**config.mk**
```make
export PLATFORM = sky130hd
export DESIGN_NAME = project_mux_ctrl
export DESIGN_NICKNAME = d
export VERILOG_FILES = /design/src/rtl/project_mux_pkg.sv /design/src/rtl/mux_switch_seq.sv /design/src/rtl/project_mux_ctrl.sv
export SDC_FILE = /design/constraint.sdc
export NUM_CORES = 1
export LEC_CHECK = 0
export CORE_AREA = 10 10 317 319
export DETAILED_ROUTE_END_ITERATION = 8
export DIE_AREA = 0 0 327 329
export GPL_TIMING_DRIVEN = 0
export PLACE_DENSITY = 0.46
export SLEW_MARGIN = 10
export SYNTH_ARGS = -nofsm -noshare
export SYNTH_HDL_FRONTEND = slang
export SYNTH_SLANG_ARGS = --single-unit
```
**constraint.sdc**
```tcl
create_clock -name wb_clk_i -period 3.1 [get_ports wb_clk_i]
set_clock_uncertainty 0.05 [all_clocks]
set_input_delay 0.62 -clock wb_clk_i [delete_from_list [all_inputs] [get_ports wb_clk_i]]
set_output_delay 0.62 -clock wb_clk_i [all_outputs]
set_load 0.03 [all_outputs]
```
**src/rtl/project_mux_pkg.sv**
```systemverilog
// Shared types and register map for the multi-project pad multiplexer.
package project_mux_pkg;

  typedef enum logic [1:0] {
    ST_LIVE  = 2'd0,
    ST_GUARD = 2'd1,
    ST_RST   = 2'd2
  } state_t;

  localparam logic [7:0] OFF_SELECT   = 8'h00;
  localparam logic [7:0] OFF_STATUS   = 8'h04;
  localparam logic [7:0] OFF_OEB_BASE = 8'h40;

  localparam int unsigned STAT_BUSY     = 0;
  localparam int unsigned STAT_BAD_SEL  = 1;
  localparam int unsigned STAT_SOFT_RST = 2;

endpackage

```
**src/rtl/mux_switch_seq.sv**
```systemverilog
// Switch sequencer: LIVE -> GUARD -> RST -> LIVE with a shared down-counter.
module mux_switch_seq
  import project_mux_pkg::*;
#(
  parameter int unsigned GUARD_CYC = 16,
  parameter int unsigned RST_CYC   = 8
) (
  input  logic       clk,
  input  logic       rst_n,
  input  logic       req,
  input  logic       soft_rst,
  input  logic [7:0] target,
  output state_t     state,
  output logic [7:0] sel,
  output logic       busy
);

  localparam int unsigned MAX_CYC = (GUARD_CYC > RST_CYC) ? GUARD_CYC : RST_CYC;
  localparam int unsigned CNT_W   = $clog2(MAX_CYC + 1);
  localparam logic [CNT_W-1:0] GUARD_LD = CNT_W'(GUARD_CYC);
  localparam logic [CNT_W-1:0] RST_LD   = CNT_W'(RST_CYC);
  localparam logic [CNT_W-1:0] CNT_ONE  = CNT_W'(1);

  state_t           state_nxt;
  logic [CNT_W-1:0] count, count_nxt;
  logic [7:0]       sel_nxt;

  // State, counter and selected-project registers
  always_ff @(posedge clk or negedge rst_n) begin
    if (!rst_n) begin
      state <= ST_RST;
      count <= RST_LD;
      sel   <= '0;
    end else begin
      state <= state_nxt;
      count <= count_nxt;
      sel   <= sel_nxt;
    end
  end

  // Next-state logic; the counter counts down to 1 and reloads on each phase entry
  always_comb begin
    state_nxt = state;
    count_nxt = count;
    sel_nxt   = sel;
    case (state)
      ST_LIVE: begin
        if (req) begin
          state_nxt = ST_GUARD;
          count_nxt = GUARD_LD;
          sel_nxt   = target;
        end else if (soft_rst) begin
          state_nxt = ST_RST;
          count_nxt = RST_LD;
        end
      end
      ST_GUARD: begin
        if (count == CNT_ONE) begin
          state_nxt = ST_RST;
          count_nxt = RST_LD;
        end else begin
          count_nxt = count - 1'b1;
        end
      end
      ST_RST: begin
        if (count == CNT_ONE) begin
          state_nxt = ST_LIVE;
        end else begin
          count_nxt = count - 1'b1;
        end
      end
      default: begin
        state_nxt = ST_RST;
        count_nxt = RST_LD;
      end
    endcase
  end

  assign busy = (state != ST_LIVE);

endmodule

```
**src/rtl/project_mux_ctrl.sv**
```systemverilog
// Wishbone-controlled multiplexer of NUM_PROJ user projects onto the IO pads.
module project_mux_ctrl
  import project_mux_pkg::*;
#(
  parameter int unsigned NUM_PROJ  = 8,
  parameter int unsigned IO_PADS   = 38,
  parameter logic [31:0] BASE_ADDR = 32'h3000_0000,
  parameter int unsigned GUARD_CYC = 16,
  parameter int unsigned RST_CYC   = 8
) (
  input  logic                         wb_clk_i,
  input  logic                         wb_rst_i,
  input  logic                         wbs_stb_i,
  input  logic                         wbs_cyc_i,
  input  logic                         wbs_we_i,
  input  logic [3:0]                   wbs_sel_i,
  input  logic [31:0]                  wbs_adr_i,
  input  logic [31:0]                  wbs_dat_i,
  output logic                         wbs_ack_o,
  output logic [31:0]                  wbs_dat_o,
  input  logic [IO_PADS-1:0]           io_in,
  output logic [IO_PADS-1:0]           io_out,
  output logic [IO_PADS-1:0]           io_oeb,
  output logic [NUM_PROJ*IO_PADS-1:0]  proj_io_in_o,
  input  logic [NUM_PROJ*IO_PADS-1:0]  proj_io_out_i,
  output logic [NUM_PROJ-1:0]          proj_rst_o
);

  logic [IO_PADS-1:0] oeb [NUM_PROJ];
  logic               bad_sel;
  logic [31:0]        rdata;
  state_t             state;
  logic [7:0]         cur_sel;
  logic               busy;

  logic       valid, access, wr_word;
  logic [7:0] off;
  logic [7:0] sel_val;
  logic       sel_wr, stat_wr, sel_bad, req, soft_rst;

  assign off     = wbs_adr_i[7:0];
  assign valid   = wbs_cyc_i & wbs_stb_i & (wbs_adr_i[31:8] == BASE_ADDR[31:8]);
  assign access  = valid & ~wbs_ack_o;
  assign wr_word = access & wbs_we_i & (wbs_sel_i == 4'hF);
  assign sel_val = wbs_dat_i[7:0];
  assign sel_wr  = access & wbs_we_i & wbs_sel_i[0] & (off == OFF_SELECT);
  assign stat_wr = access & wbs_we_i & wbs_sel_i[0] & (off == OFF_STATUS);
  assign sel_bad = sel_wr & (busy | (sel_val >= 8'(NUM_PROJ)));
  assign req      = sel_wr & ~sel_bad & (sel_val != cur_sel);
  assign soft_rst = stat_wr & wbs_dat_i[STAT_SOFT_RST];

  mux_switch_seq #(
    .GUARD_CYC (GUARD_CYC),
    .RST_CYC   (RST_CYC)
  ) u_seq (
    .clk      (wb_clk_i),
    .rst_n    (wb_rst_i),
    .req      (req),
    .soft_rst (soft_rst),
    .target   (sel_val),
    .state    (state),
    .sel      (cur_sel),
    .busy     (busy)
  );

  // Sticky bad-select flag, cleared by writing 1 to its STATUS bit
  always_ff @(posedge wb_clk_i or negedge wb_rst_i) begin
    if (!wb_rst_i) begin
      bad_sel <= 1'b0;
    end else if (sel_bad) begin
      bad_sel <= 1'b1;
    end else if (stat_wr && wbs_dat_i[STAT_BAD_SEL]) begin
      bad_sel <= 1'b0;
    end
  end

  // Per-project OEB register file; full-word writes only
  always_ff @(posedge wb_clk_i or negedge wb_rst_i) begin
    if (!wb_rst_i) begin
      for (int unsigned p = 0; p < NUM_PROJ; p++) oeb[p] <= '1;
    end else if (wr_word) begin
      for (int unsigned p = 0; p < NUM_PROJ; p++) begin
        if (off == OFF_OEB_BASE + 8'(8 * p))
          oeb[p][31:0] <= wbs_dat_i;
        if (off == OFF_OEB_BASE + 8'(8 * p + 4))
          oeb[p][IO_PADS-1:32] <= wbs_dat_i[IO_PADS-33:0];
      end
    end
  end

  // Read-data decode; unmapped offsets return 0
  always_comb begin
    rdata = '0;
    if (off == OFF_SELECT) rdata = {24'h0, cur_sel};
    if (off == OFF_STATUS) begin
      rdata[STAT_BUSY]    = busy;
      rdata[STAT_BAD_SEL] = bad_sel;
    end
    for (int unsigned p = 0; p < NUM_PROJ; p++) begin
      if (off == OFF_OEB_BASE + 8'(8 * p))     rdata = oeb[p][31:0];
      if (off == OFF_OEB_BASE + 8'(8 * p + 4)) rdata = 32'(oeb[p][IO_PADS-1:32]);
    end
  end

  // Single-cycle registered ack; read data is only non-zero alongside ack
  always_ff @(posedge wb_clk_i or negedge wb_rst_i) begin
    if (!wb_rst_i) begin
      wbs_ack_o <= 1'b0;
      wbs_dat_o <= '0;
    end else begin
      wbs_ack_o <= access;
      wbs_dat_o <= (access && !wbs_we_i) ? rdata : '0;
    end
  end

  // Pad/project routing: only the selected project is connected, and never during GUARD
  always_comb begin
    io_out       = '0;
    io_oeb       = '1;
    proj_io_in_o = '0;
    proj_rst_o   = '1;
    for (int unsigned p = 0; p < NUM_PROJ; p++) begin
      if (8'(p) == cur_sel) begin
        if (state != ST_GUARD) begin
          io_oeb                             = oeb[p];
          proj_io_in_o[p*IO_PADS +: IO_PADS] = io_in;
        end
        if (state == ST_LIVE) begin
          io_out        = proj_io_out_i[p*IO_PADS +: IO_PADS];
          proj_rst_o[p] = 1'b0;
        end
      end
    end
  end

endmodule

```
# After elaboration in Yosys (flattened, before gate mapping)
# Cells that the tools add are included.
dict set report word_totals {
  ff_bits 353
  out_inout_bits 421
  wordCells 182
}
dict set report classes {
  add_sub_neg 1
  n_lt_le_gt_ge 1
  n_eq_ne 35
  n_mux 81
  bitwise_logic 15
  n_reduce_logical 27
}
# cell count
set ops {}
lappend ops {{38-bit two-way mux} 41}
lappend ops {{32-bit two-way mux} 17}
lappend ops {{8-bit by 7-bit equality test with 1-bit output (second input constant)} 16}
lappend ops {{2-bit AND reduction} 18}
lappend ops {{3-bit by 8-bit equality test with 1-bit output (first input constant)} 4}
lappend ops {{24-bit by 22-bit equality test with 1-bit output (second input constant)} 1}
lappend ops {{5-bit two-way mux} 4}
lappend ops {{2-bit by 8-bit equality test with 1-bit output (first input constant)} 2}
lappend ops {{8-bit logical NOT} 2}
lappend ops {{5-bit case mux with 3 select lines} 1}
lappend ops {{1-bit AND} 12}
lappend ops {{1-bit two-way mux} 11}
lappend ops {{2-bit two-way mux} 5}
lappend ops {{1-bit by 8-bit equality test with 1-bit output (first input constant)} 1}
lappend ops {{8-bit by 3-bit equality test with 1-bit output (second input constant)} 1}
lappend ops {{8-bit by 4-bit greater-or-equal comparator with 1-bit output (second input constant)} 1}
lappend ops {{8-bit two-way mux} 1}
lappend ops {{8-bit != test} 1}
lappend ops {{2-bit by 1-bit != test with 1-bit output (second input constant)} 3}
lappend ops {{2-bit case mux with 3 select lines} 1}
lappend ops {{5-bit by 1-bit equality test with 1-bit output (second input constant)} 1}
lappend ops {{5-bit by 1-bit subtractor with 5-bit output (second input constant)} 1}
lappend ops {{4-bit equality test (second input constant)} 1}
lappend ops {{2-bit nonzero test} 2}
lappend ops {{10 further kinds} 12}

# Depth between registers and ports, before layout
dict set report depth {
  ltp_word 20
  depth_mapped 10
}

# By module
# From an unflattened synthesis, not the netlist that was laid out.
dict set report hier_totals {
  cells_unflattened 2322
  hier_area_um2 23123.4
}
# mod instances cells_per_inst area_each_um2 seq_area_each_um2
set modules_own_cells {}
lappend modules_own_cells {project_mux_ctrl 1 2260 22362.7 8838.5}
lappend modules_own_cells {mux_switch_seq 1 62 760.7 377.9}

# Least setup slack after synthesis
# No wires, ideal clock.
dict set report synth_timing {
  path_type {register to output}
  startpoint {register u_seq.state[0]}
  endpoint {output io_oeb[0]}
  arrival_time_ns 2.570
  required_ns 2.430
  path_slack_ns -0.140
  stages_incl_launch_ff 10
  n_path_buf 4
  cell_sequence {dfrtp_1 -> clkbuf_1 -> nand2b_1 -> and2_1 -> clkbuf_1 -> nand2_1 -> clkbuf_1 -> buf_1 -> o22ai_1 -> o31ai_1}
}
dict set report synth_via {
  elab_chain_cells 17
}
# element line_no
set synth_lines {}
lappend synth_lines {{from (decl)} mux_switch_seq.sv:13} ;# output state_t state,
lappend synth_lines {{from (signal assigned)} mux_switch_seq.sv:35} ;# state <= state_nxt;
lappend synth_lines {{2-bit by 1-bit != test with 1-bit output (*)} project_mux_ctrl.sv:124} ;# if (state != ST_GUARD) begin
lappend synth_lines {{38-bit two-way mux} project_mux_ctrl.sv:124}
lappend synth_lines {{38-bit two-way mux} project_mux_ctrl.sv:123} ;# if (8'(p) == cur_sel) begin
lappend synth_lines {{38-bit two-way mux} project_mux_ctrl.sv:124}
lappend synth_lines {{38-bit two-way mux} project_mux_ctrl.sv:123}
lappend synth_lines {{38-bit two-way mux} project_mux_ctrl.sv:124}
lappend synth_lines {{38-bit two-way mux} project_mux_ctrl.sv:123}
lappend synth_lines {{38-bit two-way mux} project_mux_ctrl.sv:124}
lappend synth_lines {{38-bit two-way mux} project_mux_ctrl.sv:123}
lappend synth_lines {{38-bit two-way mux} project_mux_ctrl.sv:124}
lappend synth_lines {{38-bit two-way mux} project_mux_ctrl.sv:123}
lappend synth_lines {{38-bit two-way mux} project_mux_ctrl.sv:124}
lappend synth_lines {{38-bit two-way mux} project_mux_ctrl.sv:123}
lappend synth_lines {{38-bit two-way mux} project_mux_ctrl.sv:124}
lappend synth_lines {{38-bit two-way mux} project_mux_ctrl.sv:123}
lappend synth_lines {{38-bit two-way mux} project_mux_ctrl.sv:124}
lappend synth_lines {{38-bit two-way mux (*)} project_mux_ctrl.sv:123}
lappend synth_lines {{to (decl)} project_mux_ctrl.sv:23} ;# output logic [IO_PADS-1:0] io_oeb,
# Every way passes the cells marked *; elsewhere a longest branch is shown, timed or not.

# Worst setup path in the final report
dict set report layout_timing {
  startpoint {register u_seq.sel[7]}
  endpoint {output io_out[34]}
}
dict set report layout_via {
  elab_chain_cells 16
  word_cells_on_any_way 23
}
# element line_no
set layout_lines {}
lappend layout_lines {{from (decl)} mux_switch_seq.sv:14} ;# output logic [7:0] sel,
lappend layout_lines {{from (signal assigned)} mux_switch_seq.sv:37} ;# sel <= sel_nxt;
lappend layout_lines {{8-bit logical NOT} project_mux_ctrl.sv:123}
lappend layout_lines {{38-bit two-way mux} project_mux_ctrl.sv:123}
lappend layout_lines {{38-bit two-way mux} project_mux_ctrl.sv:128} ;# if (state == ST_LIVE) begin
lappend layout_lines {{38-bit two-way mux} project_mux_ctrl.sv:123}
lappend layout_lines {{38-bit two-way mux} project_mux_ctrl.sv:128}
lappend layout_lines {{38-bit two-way mux} project_mux_ctrl.sv:123}
lappend layout_lines {{38-bit two-way mux} project_mux_ctrl.sv:128}
lappend layout_lines {{38-bit two-way mux} project_mux_ctrl.sv:123}
lappend layout_lines {{38-bit two-way mux} project_mux_ctrl.sv:128}
lappend layout_lines {{38-bit two-way mux} project_mux_ctrl.sv:123}
lappend layout_lines {{38-bit two-way mux} project_mux_ctrl.sv:128}
lappend layout_lines {{38-bit two-way mux} project_mux_ctrl.sv:123}
lappend layout_lines {{38-bit two-way mux} project_mux_ctrl.sv:128}
lappend layout_lines {{38-bit two-way mux} project_mux_ctrl.sv:123}
lappend layout_lines {{38-bit two-way mux} project_mux_ctrl.sv:128}
lappend layout_lines {{38-bit two-way mux (*)} project_mux_ctrl.sv:123}
lappend layout_lines {{to (decl)} project_mux_ctrl.sv:22} ;# output logic [IO_PADS-1:0] io_out,
# Marks and branches as above.

==> results.yml <==
outcome:
  outcome: "finished with violations"
  violations: "setup timing"
timing:
  setup_viol: 721
  period_share_pct: 129
  rsz0062_at_grt: "true"
  fmax_mhz: 250
  tightest_slew_ps: 1230
  hold_viol: 0
  period_minus_slack_ps: 4010
  setup_ws_ps: -905
  drv_slew: 0
  relSlewSlack_pct: 17.0
synthesis:
  synth_seq_area_share_pct: 42.1
  synthFlopType: "dfstp_2"
  yosysWarnings: 0
  synthCells: 2195
  yosysTopAreaCell: "dfstp_2"
  synth_xor_area_share_pct: 0.400
  synth_fp_nets: 2612
  ys_seq_elements: 353
  synth_area_leaders: "dfstp_2 37%, mux2_2 16%, and3_1 7.6%"
  synth.mux.area_fraction_pct: 17.8
  synth_edf_count: 0
  ys_types: 71
  synth-simple-area-share_pct: 16.5
  synth_top_family_by_area: "compound AO/OA/AOI/OAI gates"
  syn_avg_cell_area_sq_um: 9.97
  syn_area_sq_mm: 0.0219
  ys_async_sr_fraction_pct: 100
  synth.top_cell.area_share_pct: 36.7
  synth_compound_area_share_pct: 18.6
  synth_fa_ha_area_share_pct: 0.114
clocking:
  root_buffer: "clkbuf_16"
  clkTransAtPathRegs_ps: 60
  cts_tree: "done"
  clock-sinks: 353
  clkLatencyLatePin_ps: 580
  cts_buffer_depth: 3
  cts-buffers-inserted: 41
  htreeDepth: 2
detailed_routing:
  firstDrtPassIters: 9
  vias: 24600
  antenna_left: 0
  drtIter0Drc: 2550
  wl_per_cell_um: 37.7
  wirelength_mm: 168
  via_per_inst: 5.52
  drc_errors: 0
worst_setup_path:
  reg2reg_from: "wbs_ack_o"
  worst_ep_required_time_ps: 2430
  path_class: "register to output port"
  cp-end-kind: "output port"
  crit_family: "simple AND/OR/NAND/NOR gates"
  path_cells: "or4_4 -> or4_4 -> nor2_4 -> buf_8 -> buf_6 -> a21oi_1 -> a31oi_1 -> a21o_1 -> buf_6"
  path_depth: 9
  startpoint: "u_seq.sel[7]"
  cp_slowest_stage_delay_ps: 600
  worstRegToRegCells: 7
  cp_slowest_cell: "or4_4"
  worstSetupStartpointType: "register"
  path_max_fanout: 10
  critPathArrivalTime_ps: 3340
  path_buf_inv: 3
global_route:
  grt_antenna_before_repair: 62
  busiest_layer: "met2"
  met2_usage_pct: 48.5
  grt_util_met3_pct: 10.8
  grt_pass1_wl_mm: 221
  grt_max_degree: 109
  grt_pass1_vias: 24400
  track_usage_pct: 29.2
  gr-total-overflow: 0
  use_met1_pct: 36.1
worst_hold_path:
  min_path_type: "register to register"
  hold_path_depth: 2
  hp-start: "u_seq.count[3]"
final_layout:
  fin_util_pct: 37.7
  stdcell_count: 4458
  fin_area_sq_mm: 0.0356
  drive_above_1_share_pct: 38.9
  final_common_cell: "clkdlybuf4s50_1"
  finalNetCount: 3560
  final_cell_mix: "507 x clkdlybuf4s50_1, 306 x dfstp_2, 303 x mux2_2"
  area_delta_synth_final_pct: 62.4
placement:
  gp_congestion: 0.982
  numPortBuffers: 824
  hpwlAfterDp_mm: 133
  dp.cells: 4289
  place_area_sq_mm: 0.0319
run:
  max-cap-violations: 0
floorplan:
  coreArea_sq_mm: 0.0943
  die_h_um: 329
  io_pins: 836
  core.rowCount: 113
  dieWidth_um: 327
  start_util_pct: 23.2
  fp.dieArea_sq_mm: 0.108
power_and_ir_drop:
  power.density_mw_per_mm2: 300
  leakagePower_nw: 15.7
  ir_drop_uv: 422
-- worst register-to-register path: stages (launching register included) --
cell and delay, ps:
dfrtp_1 380, nor4b_1 270, nand4_1 430, or3_1 580, clkbuf_1 340, nor2_1 910
buf_2 500, o21a_1 250
-- where the power goes --
part	leakage (nW)	internal, W	switching [W]	total, W
Clock	0.664	0.00294	0.00212	0.00506
Sequential	3.78	0.00463	0.000000000000821	0.00463
Combinational	11.3	0.000498	0.000473	0.000970
-- flip-flops by register name, summed over array words and instances, names as in the netlist --
name	flops
u_seq.state	2
u_seq.count	5
wbs_dat_o	32
bad_sel	1
u_seq.sel	8
oeb	304
wbs_ack_o	1
-- synth_stat cells (all sizes together) (5+ instances only) --
master	number
mux2	313
dfstp	306
and3	266
a22oi	153
clkbuf	152
nor2	118
nand2	114
o22ai	113
buf	67
a21o	61
a21oi	57
and2	48
dfrtp	47
a31oi	42
o21ai	40
a222oi	37
mux2i	37
nor3	35
o21a	25
inv	17
nor4	16
or4	11
or3	10
xor2	9
nand3	8
a211oi	7
o221ai	7
a221oi	6
nor4b	6
a221o	5
nand2b	5
nand4	5
-- layer usage --
metal	wire [um]	part of all wire [%]
met1	66100	39
met2	78000	46
met3	19500	12
met4	3930	2.3
met5	372	0.22
-- per-stage QoR --
| step | power, W | hold WS, ps | setup TNS (ps) | setup WS [ps] |
|---|---|---|---|---|
| 2_1_floorplan | 0.00479 | 274 | 0 | 73.8 |
| 3_3_place_gp | 0.00561 | 452 | -4329220 | -13910 |
| 3_5_place_dp | 0.00564 | 450 | -872080 | -2680 |
| 4_1_cts | 0.0107 | 461 | -386080 | -932 |
| 5_1_grt | 0.0109 | 487 | -383640 | -964 |
| 6_report | 0.0107 | 465 | -351090 | -905 |
-- path summary, 6_finish.rpt --
check	slack [ps]	endpoint
min in group asynchronous	560	wbs_dat_o[25]
hold reg to reg	470	u_seq.count[3]
hold / removal	470	u_seq.count[3]
setup reg to reg	-690	wbs_dat_o[22]
setup / recovery	-910	io_out[34]
max in group asynchronous	1420	u_seq.state[0]
-- area by class of cell --
cell class              count  area (sq um)
well taps                1265          1580
plain buffers             213          1690
repair buffers            911          9120
clock inverters            13           164
inverters                  20          90.1
clock buffers              60          1200
flip-flops and latches    353          9220
multi-input cells        1603         12400
fillers                  9545         58800
diodes                     20          50.0
-- cell families after synthesis --
logic type	count (synthesis)
simple gates	660
compound gates	581
flops	353
mux	350
buf+inv	239
xor+xnor	10
fa+ha+maj	2
-- what timing repair did --
action                                  in CTS  in global routing
setup buffers                               35                 34
hold buffers                                 1                  0
endpoints found under the setup margin     725                726
endpoints found under the hold margin        1                  0
pin swaps                                   18                 49
resized for setup                         1109                690
gates cloned                                 6                  7
(Power assumes the default switching activity.)
